--- config.mk ---
export PLATFORM = sky130hd
export DESIGN_NAME = fft8_stage_ctrl_flat
export DESIGN_NICKNAME = d
export VERILOG_FILES = /design/src/rtl/fft8_stage_ctrl_if.sv /design/src/rtl/fft8_stage_ctrl.sv /design/src/flat_wrapper.sv
export SDC_FILE = /design/constraint.sdc
export NUM_CORES = 1
export LEC_CHECK = 0
export ABC_AREA = 0
export CORE_MARGIN = 4
export CORE_UTILIZATION = 55
export CTS_CLUSTER_DIAMETER = 80
export DETAILED_ROUTE_END_ITERATION = 10
export DONT_BUFFER_PORTS = 1
export PLACE_DENSITY = 0.8
export SLEW_MARGIN = 30
export SYNTH_ARGS = -nofsm -noshare
export SYNTH_HDL_FRONTEND = slang
export SYNTH_SLANG_ARGS = --single-unit
--- constraint.sdc ---
create_clock -name clk -period 3.5 [get_ports clk]
set_input_delay 0.35 -clock clk [delete_from_list [all_inputs] [get_ports clk]]
set_output_delay 0.35 -clock clk [all_outputs]
set_load 0.005 [all_outputs]
--- src/rtl/fft8_stage_ctrl_if.sv ---
// Handshake and RAM/ROM control bundle of the 8-point FFT sequencer.
//   master : the sequencer (drives ready, strobes, addresses, status)
//   slave  : the surrounding datapath (drives start and in_valid)
interface fft8_stage_ctrl_if;
    localparam int unsigned ADDR_W  = 3;
    localparam int unsigned STAGE_W = 2;

    logic               start;
    logic               in_valid;
    logic               in_ready;
    logic               load_wr_en;
    logic [ADDR_W-1:0]  load_addr;
    logic               mem_rd_en;
    logic [ADDR_W-1:0]  rd_addr_a;
    logic [ADDR_W-1:0]  rd_addr_b;
    logic [ADDR_W-1:0]  tw_index;
    logic               mem_wr_en;
    logic [ADDR_W-1:0]  wr_addr_a;
    logic [ADDR_W-1:0]  wr_addr_b;
    logic [STAGE_W-1:0] stage;
    logic               busy;
    logic               done;

    modport master (
        input  start, in_valid,
        output in_ready, load_wr_en, load_addr,
        output mem_rd_en, rd_addr_a, rd_addr_b, tw_index,
        output mem_wr_en, wr_addr_a, wr_addr_b,
        output stage, busy, done
    );

    modport slave (
        output start, in_valid,
        input  in_ready, load_wr_en, load_addr,
        input  mem_rd_en, rd_addr_a, rd_addr_b, tw_index,
        input  mem_wr_en, wr_addr_a, wr_addr_b,
        input  stage, busy, done
    );
endinterface

--- src/rtl/fft8_stage_ctrl.sv ---
// Sequencer for an 8-point in-place radix-2 DIT FFT.
// Loads 8 samples in bit-reversed order, then issues 3 stages x 4 butterflies
// of RAM reads with twiddle indices; write-backs follow each read by BF_LAT.
// Ports:
//   clk  - rising-edge clock
//   rst  - synchronous active-high reset
//   bus  - fft8_stage_ctrl_if.master: start/in_valid in; in_ready, load
//          strobe/address, read/twiddle, write-back, stage, busy, done out
// BF_LAT (1..4): cycles from mem_rd_en to the matching mem_wr_en.
module fft8_stage_ctrl #(
    parameter int unsigned BF_LAT = 2
) (
    input  logic               clk,
    input  logic               rst,
    fft8_stage_ctrl_if.master  bus
);

    localparam int unsigned ADDR_W    = 3;
    localparam int unsigned STAGE_W   = 2;
    localparam int unsigned CNT_W     = 3;
    localparam int unsigned LAST_STG  = 2;
    localparam int unsigned LAST_BF   = 3;
    localparam int unsigned LAST_LOAD = 7;
    localparam int unsigned LAST_DRN  = BF_LAT - 1;

    typedef enum logic [2:0] {
        S_IDLE,
        S_LOAD,
        S_RUN,
        S_DRAIN,
        S_FIN
    } state_t;

    typedef struct packed {
        logic              en;
        logic [ADDR_W-1:0] a;
        logic [ADDR_W-1:0] b;
    } wb_t;

    state_t             state_q, state_d;
    logic [CNT_W-1:0]   cnt_q, cnt_d;
    logic [STAGE_W-1:0] stage_q, stage_d;

    logic               in_ready_c;
    logic               load_wr_en_c;
    logic [ADDR_W-1:0]  load_addr_c;
    logic               rd_en_c;
    logic [ADDR_W-1:0]  rd_a_c;
    logic [ADDR_W-1:0]  rd_b_c;
    logic [ADDR_W-1:0]  tw_c;

    logic [ADDR_W-1:0]  j_c;
    logic [ADDR_W-1:0]  half_c;
    logic [ADDR_W-1:0]  grp_c;
    logic [ADDR_W-1:0]  p_c;
    logic [ADDR_W-1:0]  base_c;

    wb_t                pipe_q [BF_LAT];

    // State, shared phase counter and stage register.
    always_ff @(posedge clk) begin
        if (rst) begin
            state_q <= S_IDLE;
            cnt_q   <= '0;
            stage_q <= '0;
        end else begin
            state_q <= state_d;
            cnt_q   <= cnt_d;
            stage_q <= stage_d;
        end
    end

    // Next state; cnt_q counts samples in LOAD, butterflies in RUN and
    // latency cycles in DRAIN, and is cleared on every phase change.
    always_comb begin
        state_d = state_q;
        cnt_d   = cnt_q;
        stage_d = stage_q;
        case (state_q)
            S_IDLE: begin
                cnt_d   = '0;
                stage_d = '0;
                if (bus.start) begin
                    state_d = S_LOAD;
                end
            end
            S_LOAD: begin
                if (bus.in_valid) begin
                    if (cnt_q == CNT_W'(LAST_LOAD)) begin
                        state_d = S_RUN;
                        cnt_d   = '0;
                        stage_d = '0;
                    end else begin
                        cnt_d = cnt_q + CNT_W'(1);
                    end
                end
            end
            S_RUN: begin
                if (cnt_q == CNT_W'(LAST_BF)) begin
                    state_d = S_DRAIN;
                    cnt_d   = '0;
                end else begin
                    cnt_d = cnt_q + CNT_W'(1);
                end
            end
            S_DRAIN: begin
                if (cnt_q == CNT_W'(LAST_DRN)) begin
                    cnt_d = '0;
                    if (stage_q == STAGE_W'(LAST_STG)) begin
                        state_d = S_FIN;
                    end else begin
                        state_d = S_RUN;
                        stage_d = stage_q + STAGE_W'(1);
                    end
                end else begin
                    cnt_d = cnt_q + CNT_W'(1);
                end
            end
            S_FIN: begin
                state_d = S_IDLE;
                cnt_d   = '0;
                stage_d = '0;
            end
            default: begin
                state_d = S_IDLE;
                cnt_d   = '0;
                stage_d = '0;
            end
        endcase
    end

    // Load strobe/address and butterfly read addressing, decoded from
    // the registered state, counter and stage.
    always_comb begin
        in_ready_c   = 1'b0;
        load_wr_en_c = 1'b0;
        load_addr_c  = '0;
        rd_en_c      = 1'b0;
        rd_a_c       = '0;
        rd_b_c       = '0;
        tw_c         = '0;

        j_c    = ADDR_W'(cnt_q[1:0]);
        half_c = ADDR_W'(1) << stage_q;
        grp_c  = j_c >> stage_q;
        p_c    = j_c & (half_c - ADDR_W'(1));
        // grp * 2 * half: groups are 2*half words apart.
        base_c = ADDR_W'(grp_c << (stage_q + STAGE_W'(1)));

        if (state_q == S_LOAD) begin
            in_ready_c   = 1'b1;
            load_wr_en_c = bus.in_valid;
            load_addr_c  = {cnt_q[0], cnt_q[1], cnt_q[2]};
        end

        if (state_q == S_RUN) begin
            rd_en_c = 1'b1;
            rd_a_c  = base_c + p_c;
            rd_b_c  = base_c + p_c + half_c;
            tw_c    = ADDR_W'(p_c << (STAGE_W'(LAST_STG) - stage_q));
        end
    end

    // Write-back delay line: a read issued in cycle c writes in c+BF_LAT.
    always_ff @(posedge clk) begin
        if (rst) begin
            for (int i = 0; i < int'(BF_LAT); i++) begin
                pipe_q[i] <= '0;
            end
        end else begin
            pipe_q[0] <= '{en: rd_en_c, a: rd_a_c, b: rd_b_c};
            for (int i = 1; i < int'(BF_LAT); i++) begin
                pipe_q[i] <= pipe_q[i-1];
            end
        end
    end

    assign bus.in_ready   = in_ready_c;
    assign bus.load_wr_en = load_wr_en_c;
    assign bus.load_addr  = load_addr_c;
    assign bus.mem_rd_en  = rd_en_c;
    assign bus.rd_addr_a  = rd_a_c;
    assign bus.rd_addr_b  = rd_b_c;
    assign bus.tw_index   = tw_c;
    assign bus.mem_wr_en  = pipe_q[BF_LAT-1].en;
    assign bus.wr_addr_a  = pipe_q[BF_LAT-1].a;
    assign bus.wr_addr_b  = pipe_q[BF_LAT-1].b;
    assign bus.stage      = stage_q;
    assign bus.busy       = (state_q != S_IDLE);
    assign bus.done       = (state_q == S_FIN);

endmodule

--- src/flat_wrapper.sv ---
// flat-port wrapper written by rule: the top's interface ports become plain ports
module fft8_stage_ctrl_flat 
#(
    parameter int unsigned BF_LAT = 2
)
  (clk, rst, bus_start, bus_in_valid, bus_in_ready, bus_load_wr_en, bus_load_addr, bus_mem_rd_en, bus_rd_addr_a, bus_rd_addr_b, bus_tw_index, bus_mem_wr_en, bus_wr_addr_a, bus_wr_addr_b, bus_stage, bus_busy, bus_done);
  fft8_stage_ctrl_if bus_i ();
  input  logic clk;
  input  logic rst;
  input wire logic [$bits(bus_i.start)-1:0] bus_start;
  input wire logic [$bits(bus_i.in_valid)-1:0] bus_in_valid;
  output wire logic [$bits(bus_i.in_ready)-1:0] bus_in_ready;
  output wire logic [$bits(bus_i.load_wr_en)-1:0] bus_load_wr_en;
  output wire logic [$bits(bus_i.load_addr)-1:0] bus_load_addr;
  output wire logic [$bits(bus_i.mem_rd_en)-1:0] bus_mem_rd_en;
  output wire logic [$bits(bus_i.rd_addr_a)-1:0] bus_rd_addr_a;
  output wire logic [$bits(bus_i.rd_addr_b)-1:0] bus_rd_addr_b;
  output wire logic [$bits(bus_i.tw_index)-1:0] bus_tw_index;
  output wire logic [$bits(bus_i.mem_wr_en)-1:0] bus_mem_wr_en;
  output wire logic [$bits(bus_i.wr_addr_a)-1:0] bus_wr_addr_a;
  output wire logic [$bits(bus_i.wr_addr_b)-1:0] bus_wr_addr_b;
  output wire logic [$bits(bus_i.stage)-1:0] bus_stage;
  output wire logic [$bits(bus_i.busy)-1:0] bus_busy;
  output wire logic [$bits(bus_i.done)-1:0] bus_done;
  assign bus_i.start = bus_start;
  assign bus_i.in_valid = bus_in_valid;
  assign bus_in_ready = bus_i.in_ready;
  assign bus_load_wr_en = bus_i.load_wr_en;
  assign bus_load_addr = bus_i.load_addr;
  assign bus_mem_rd_en = bus_i.mem_rd_en;
  assign bus_rd_addr_a = bus_i.rd_addr_a;
  assign bus_rd_addr_b = bus_i.rd_addr_b;
  assign bus_tw_index = bus_i.tw_index;
  assign bus_mem_wr_en = bus_i.mem_wr_en;
  assign bus_wr_addr_a = bus_i.wr_addr_a;
  assign bus_wr_addr_b = bus_i.wr_addr_b;
  assign bus_stage = bus_i.stage;
  assign bus_busy = bus_i.busy;
  assign bus_done = bus_i.done;
  fft8_stage_ctrl #(.BF_LAT(BF_LAT)) u_core (.clk(clk), .rst(rst), .bus(bus_i));
endmodule
; ---- Word-level counts from Yosys, hierarchy flattened
; Memory sizes are Yosys's and may differ from the RTL's.
; Cells that the tools add are included.
[word_totals]
reg_bits = 8
ram_bits = 14
in_bits = 4
out_inout_bits = 26
mem_count = 1
[classes]
add_sub_neg = 6
eq_ne = 14
n_shift = 4
n_mux = 29
bitwise_logic = 4
n_reduce_logical = 4
[memory_table]
columns = memory, depth, width, rd, rd_clocked_by_memory_dff, write_ports, line
row1 = u_core.pipe_q, 2, 7, 2, 0, 2, fft8_stage_ctrl.sv:58  ; wb_t pipe_q [BF_LAT];
[ops]
columns = op, count
row1 = 2-to-1 mux 3 bit, 14
row2 = 2-to-1 mux 7 bit, 2
row3 = case mux 3 bit (4 select lines), 1
row4 = AND reduction 5 bit, 2
row5 = "equality test 3 x 2 -> 1 bit, second input constant", 3
row6 = case mux 3 bit (3 select lines), 1
row7 = 2-to-1 mux 2 bit, 4
row8 = adder 3 bit, 2
row9 = "equality test 3 x 1 -> 1 bit, second input constant", 2
row10 = "equality test 3 bit, second input constant", 2
row11 = 2-to-1 mux 1 bit, 6
row12 = "!= test 2 x 1 -> 1 bit, second input constant", 3
row13 = "!= test 2 bit, second input constant", 3
row14 = case mux 2 bit (3 select lines), 1
row15 = left shift 3 x 2 -> 3 bit, 2
row16 = "adder 3 x 1 -> 3 bit, second input constant", 1
row17 = bitwise AND 2 x 3 -> 3 bit, 1
row18 = zero test 3 bit, 1
row19 = nonzero test 3 bit, 1
row20 = "left shift 1 x 2 -> 3 bit, first input constant", 1
row21 = right shift 2 x 2 -> 3 bit, 1
row22 = "subtractor 3 x 1 -> 3 bit, second input constant", 1
row23 = "adder 2 x 1 -> 2 bit, second input constant", 1
row24 = "equality test 2 bit, second input constant", 1
row25 = other kinds (3), 4

; ---- Longest topological paths before layout
; Gate-level depths: netlist (run 1).
[logic_depth]
ltp_word = 7
mapped_depth = 11
mapped_depth_nobuf = 11

; ---- Least setup slack after synthesis (run 1)
; No wires, ideal clock.
[synth_path]
path_kind = register to output
from = register u_core.stage_q[0] (netlist: u_core.bus.stage[0])
to = output bus_rd_addr_b[2]
arrival_time_ps = 2378
required_time_ps = 3150
setup_slack_ps = 772
path_stages_with_launch = 11
n_path_buf = 0
path_cell_list = dfxtp_1 > inv_1 > ha_1 > nor3_1 > ha_1 > xor2_1 > inv_1 > fa_1 > xnor2_1 > xnor2_1 > nor2_1
[synth_between]
elab_chain_len = 6
elab_cells_between_ends = 9
[synth_lines]
columns = element, line
row1 = start: declaration, fft8_stage_ctrl.sv:42  ; logic [STAGE_W-1:0] stage_q, stage_d;
row2 = start signal: assignment, fft8_stage_ctrl.sv:69  ; stage_q <= stage_d;
row3 = left shift 1 x 2 -> 3 bit, fft8_stage_ctrl.sv:144  ; half_c = ADDR_W'(1) << stage_q;
row4 = subtractor 3 x 1 -> 3 bit, fft8_stage_ctrl.sv:146  ; p_c = j_c & (half_c - ADDR_W'(1));
row5 = bitwise AND 2 x 3 -> 3 bit, fft8_stage_ctrl.sv:146
row6 = adder 3 bit, fft8_stage_ctrl.sv:159  ; rd_b_c = base_c + p_c + half_c;
row7 = adder 3 bit (*), fft8_stage_ctrl.sv:159
row8 = 2-to-1 mux 3 bit (*), fft8_stage_ctrl.sv:156  ; if (state_q == S_RUN) begin
row9 = end: declaration, flat_wrapper.sv:17  ; output wire logic [$bits(bus_i.rd_addr_b)-1:0] bus_rd_addr_b;
; Mark *: on every way between the ends. The rest lies on a longest branch, timed or not.

; ---- Worst setup path after layout (run 1)
[layout_path]
from = register u_core.stage_q[1] (netlist: u_core.bus.stage[1])
to = output bus_rd_addr_b[2]
; The elaborated chain is that of the path after synthesis.

==> results of run 1 <==
==> flip-flops by register name, indices dropped and copies added (netlist names) <==
name and cells:
u_core.bus.stage 2, u_core.state_q 3, u_core.pipe_q 14, u_core.cnt_q 3
==> per-layer routing <==
layer | up-vias | track usage
li1 | 454 | -
met1 | 404 | 0.178
met2 | 23 | 0.238
met3 | 7 | 0.0441
met4 | 0 | 0.0729
met5 | - | 0
==> cell families (layout without fill, tap and decap cells) <==
kind of cell | count (synthesis) | count (layout) | share of synthesized area
and+or+nand+nor | 65 | 65 | 0.290
DFF | 22 | 22 | 0.351
buffers and inverters | 21 | 13 | 0.0946
AOI/OAI and AO/OA | 14 | 14 | 0.0926
adders and majority gates | 11 | 11 | 0.116
muxes | 4 | 4 | 0.0359
xor gates and xnor gates | 3 | 3 | 0.0209
==> repair_timing <==
action / CTS / global route
resized for setup: 0 / 1
buffers inserted: 0 / 0
endpoints found under the setup margin: 0 / 1
==> stage by stage <==
step                instances  area (µm²)  power (mW)  setup slack (ns)
floorplan                 140        1260       0.466             0.772
global placement          156        1210       0.470             0.644
detailed placement        156        1210       0.476             0.578
CTS                       160        1260       0.668             0.219
global route              160        1260       0.699            0.0524
finish                    160        1260       0.662             0.281
==> cell usage after synthesis (all sizes together) <==
master  instances  area share
nor4b           1      0.0070
clkbuf          3      0.0090
or3             3       0.015
and2            7       0.035
nor3b           2       0.012
xor2            1      0.0070
dfxtp          22        0.35
o32ai           2       0.029
a32oi           1      0.0070
clkinv          1      0.0040
mux2            1       0.012
nor2           13       0.039
a211o           1      0.0070
and3b           3       0.021
a41oi           1      0.0070
mux2i           3       0.024
buf             9       0.058
a21oi           7       0.031
xnor2           2       0.014
or4b            1      0.0080
inv             8       0.024
or3b            1      0.0070
nor2b           9       0.045
fa              1       0.016
nand2b          6       0.030
nor3            7       0.028
and3            4       0.020
a22oi           2       0.012
nand2           8       0.024
ha             10        0.10
==> power by group <==
part           switching, mW  total, mW  internal (mW)
logic                 0.0862      0.168         0.0814
registers             0.0361      0.302          0.265
clock network         0.0766      0.192          0.116
total                  0.199      0.662          0.463
==> area by class of cell <==
class                           count  area (µm²)  area share
Multi-Input combinational cell     97         697       0.553
Clock buffer                        3        22.5      0.0179
Clock inverter                      1        30.0      0.0238
Inverter                            9        35.0      0.0278
Sequential cell                    22         442       0.350
Tap cell                           28        35.0      0.0278
==> how the worst min path moves through the flow <==
stage | start | endpoint | slack, ns | cells after the start
CTS | rst | u_core.state_q[1] | 0.08 | 1
global route | rst | u_core.cnt_q[2] | 0.07 | 1
floorplan | u_core.pipe_q[0][3] | u_core.pipe_q[0][10] | 0.41 | 1
detailed placement | rst | u_core.state_q[1] | 0.42 | 1
finish | rst | u_core.cnt_q[2] | 0.09 | 1
global placement | u_core.pipe_q[0][1] | u_core.pipe_q[0][8] | 0.42 | 1
==> out/metrics.yaml, run 1 <==
dr_total_vias: 888
dpl.hpwl_um: 1680
grt_max_degree: 19
fill_cells: 197
die_area_um2: 3110
drt_iter0_drc: 11
antenna_found_initial: 0
cp.required_ns: 3.15
die_h_um: 55.8
cp_slowest_cell: "dfxtp_1"
crit_fanout: 7
grt_pass1_wl_um: 3660
cp-end-kind: "primary output"
drv_slew: 0
row_count: 17
hold_violations: 0
cts_tree: "built"
cp-start-kind: "flip-flop"
crit_type: "reg2out"
leakagePower_nw: 0.509
grt_pass1_vias: 784
reg2reg_depth: 10
syn-instance-count: 140
track_usage: 0.148
highest_layer: "met4"
tns_ns: 0
clock_sinks: 22
timing.final.setup_violations: 0
avgRoutedWirePerCell_um: 13.9
synth_nets: 155
wl_met1_um: 989
arrival_ns: 2.87
reg2reg_to: "u_core.pipe_q[0][2]"
yosys_warnings: 0
drive_gt1_frac: 0.0833
place_congestion: 0.855
status: "complete, no violations"
seq_area_frac_synth: 0.351
peakVddDrop_mv: 0.237
path_delay_family: "adder cells"
postLayoutCoreUtil: 0.576
clk_pin_slew_worst_paths_ns: 0.12
fp.coreArea_um2: 2190
io_pins: 30
crit_end: "bus_rd_addr_b[2]"
min_path_type: "in2reg"
powerDensity_nw_per_um2: 524
fin_crit_sh: 0.920
io_buffers: 0
fmax_mhz: 311
wl_met2_um: 1060
drc_errors: 0
tightest_slew_ns: 0.516
final_cell_mix: "dfxtp_1 (21), nor2_1 (13), ha_1 (10)"
hold_buffers: 0
max_stage_delay_ns: 0.49
yosysUniqueCellTypes: 35
r2r-start: "u_core.bus.stage[1]"
synth_area_um2: 1260
syn2layout_area_growth_pct: 0.398
period_minus_slack_ns: 3.22
timing.critical_path.buf_inv: 2
dr.pass1.iters: 4
holdWs_ns: 0.0889
cp_cell_sequence: "inv_1, ha_1, nor3_1, ha_1, xor2_1, inv_1, fa_1, xnor2_1, xnor2_1, nor2_1"
fin_nets: 148
syn_avg_cell_area_um2: 8.97
worstSkewPairLatency_ns: 0.31
cts_max_level: 1
postRouteAntennaNets: 0
regToRegSetupSlack_ns: 0.85
start_util: 0.573
num_antenna_cells: 0
layout_commonest_cell: "dfxtp_1"
setup.worst_path.start: "u_core.bus.stage[1]"
wl_met3_um: 132
root_buffer: "clkbuf_4"
wl_um: 2230
skew_ns: 0.00649
clockBufferDepth: 2
numCtsBuffers: 3
post_drt_via_cell_ratio: 5.55
rsz0062_at_grt: "no"
relSlewSlack: 0.651
dieWidth_um: 55.8
critical_path_depth: 10
max_cap_violations: 0
ys_ff_latch: 22
grt.overflow.total: 0
Note: power is estimated with default switching activity, not from simulation.
==> run 2, diff against run 1 <==
--- a/config.mk
+++ b/config.mk
@@ -6,6 +6,7 @@
 export NUM_CORES = 1
 export LEC_CHECK = 0
 export ABC_AREA = 0
+export CORE_ASPECT_RATIO = 0.7
 export CORE_MARGIN = 4
 export CORE_UTILIZATION = 55
 export CTS_CLUSTER_DIAMETER = 80
==> run 2 against run 1 <==
  * Die area rose by 0.39%
  * Highest routed layer unchanged
  * Worst hold slack improved by 0.0061 ns
  * Via count fell by 1.4%
  * Combinational power barely moved
==> out/metrics.yaml, run 2 (synthesis results as in run 1) <==
status: "complete, no violations"
grt_pass1_wl_um: 3620
reg2reg_to: "u_core.pipe_q[0][2]"
tightest_slew_ns: 0.483
clk_pin_slew_worst_paths_ns: 0.12
highest_layer: "met4"
drive_gt1_frac: 0.0909
crit_type: "reg2out"
rsz0062_at_grt: "no"
grt_pass1_vias: 766
wl_met1_um: 1110
clock_sinks: 22
hold_violations: 0
max_cap_violations: 0
cts_tree: "built"
leakagePower_nw: 0.510
layout_commonest_cell: "dfxtp_1"
pwr-share-comb: 0.257
hold_depth: 1
cts_max_level: 1
wl_met3_um: 182
tns_ns: 0
seq_area_um2: 443
power_mw: 0.662
syn2layout_area_growth_pct: 0.897
p_seq_frac: 0.453
fp.coreArea_um2: 2150
dpl.hpwl_um: 1830
timing.final.setup_violations: 0
dr.pass1.iters: 4
cp.required_ns: 3.15
avgRoutedWirePerCell_um: 14.8
regMostFlops: "u_core.pipe_q"
post_drt_via_cell_ratio: 5.34
setup.worst_path.start: "u_core.bus.stage[0]"
arrival_ns: 2.98
hold_buffers: 0
fmax_mhz: 300
peakVddDrop_mv: 0.270
die_area_um2: 3120
drv_slew: 0
row_count: 14
final_cell_mix: "dfxtp_1 (20), nor2_1 (13), ha_1 (10)"
fill_cells: 184
fin_crit_sh: 0.952
drc_errors: 0
regToRegSetupSlack_ns: 0.74
min_to: "u_core.pipe_q[0][12]"
clockBufferDepth: 2
reg2reg_depth: 10
root_buffer: "clkbuf_4"
io_buffers: 0
wl_met2_um: 1110
powerDensity_nw_per_um2: 522
clockPowerShare: 0.290
track_usage: 0.153
grt.overflow.total: 0
numCtsBuffers: 3
p_int_mw: 0.462
switching_power_mw: 0.200
crit_fanout: 10
skew_ns: 0.00573
dr_total_vias: 876
cp-start-kind: "flip-flop"
start_util: 0.583
period_minus_slack_ns: 3.33
cp-end-kind: "primary output"
num_antenna_cells: 0
min_from: "rst"
top_regs: "u_core.pipe_q x14, u_core.cnt_q x3, u_core.state_q x3"
largest_reg_flops: 14
die_h_um: 48.0
worstSkewPairLatency_ns: 0.30
multiInputGateArea_um2: 697
min_path_type: "in2reg"
drt_iter0_drc: 49
antenna_found_initial: 0
dieWidth_um: 65.1
place_congestion: 0.831
io_pins: 30
postRouteAntennaNets: 0
fin_nets: 148
wl_um: 2420
p_sw_frac: 0.302
grt_max_degree: 19
holdWs_ns: 0.0949
r2r-start: "u_core.bus.stage[0]"
relSlewSlack: 0.673
==> run 2: layout make-up <==
type                    count  area share
multi-input cells          97       0.550
flip-flops and latches     22       0.349
well taps                  32      0.0316
inverters                   9      0.0276
clock inverters             1      0.0237
clock buffers               3      0.0178
==> run 2: worst max-delay path by stage <==
stage / endpoint / slack, ns
2_1_floorplan: bus_rd_addr_b[2] / 0.77
3_3_place_gp: bus_rd_addr_b[2] / 0.64
3_5_place_dp: bus_rd_addr_b[2] / 0.42
4_1_cts: bus_rd_addr_b[2] / 0.05
5_1_grt: bus_rd_addr_b[2] / 0.001
6_report: bus_rd_addr_b[2] / 0.17
==> run 2: per-layer routing <==
metal	track usage	up-vias
li1	-	444
met1	0.190	407
met2	0.250	23
met3	0.0681	2
met4	0.0331	0
met5	0	-
==> run 2: what timing repair did <==
item	in CTS	in global routing
gates resized for setup	0	2
setup buffers	0	0
endpoints found under the setup margin	0	1
==> run 2: per-stage QoR <==
step,instance area [µm²],setup WS [ns],util,instances
floorplan,1260,0.772,-,140
global placement,1210,0.643,0.563,160
detailed placement,1210,0.424,0.563,160
CTS,1260,0.0502,0.587,164
global route,1270,0.00141,0.588,164
finish,1270,0.167,0.588,164
==> run 2: critical path, cell delays in order (launching register included) <==
cell and delay [ns]:
dfxtp_2 0.46, inv_1 0.12, ha_1 0.39, nor3_1 0.25, ha_1 0.20, xor2_1 0.24, inv_1 0.10, fa_1 0.42
xnor2_1 0.23, xnor2_1 0.18, nor2_1 0.08
==> run 2: power by group through the flow <==
stage	clock, mW	sequential, mW	combinational, mW
4_1_cts	0.196	0.299	0.170
3_5_place_dp	0	0.305	0.168
3_3_place_gp	0	0.305	0.164
6_report	0.192	0.300	0.170
5_1_grt	0.202	0.306	0.186
2_1_floorplan	0	0.279	0.186
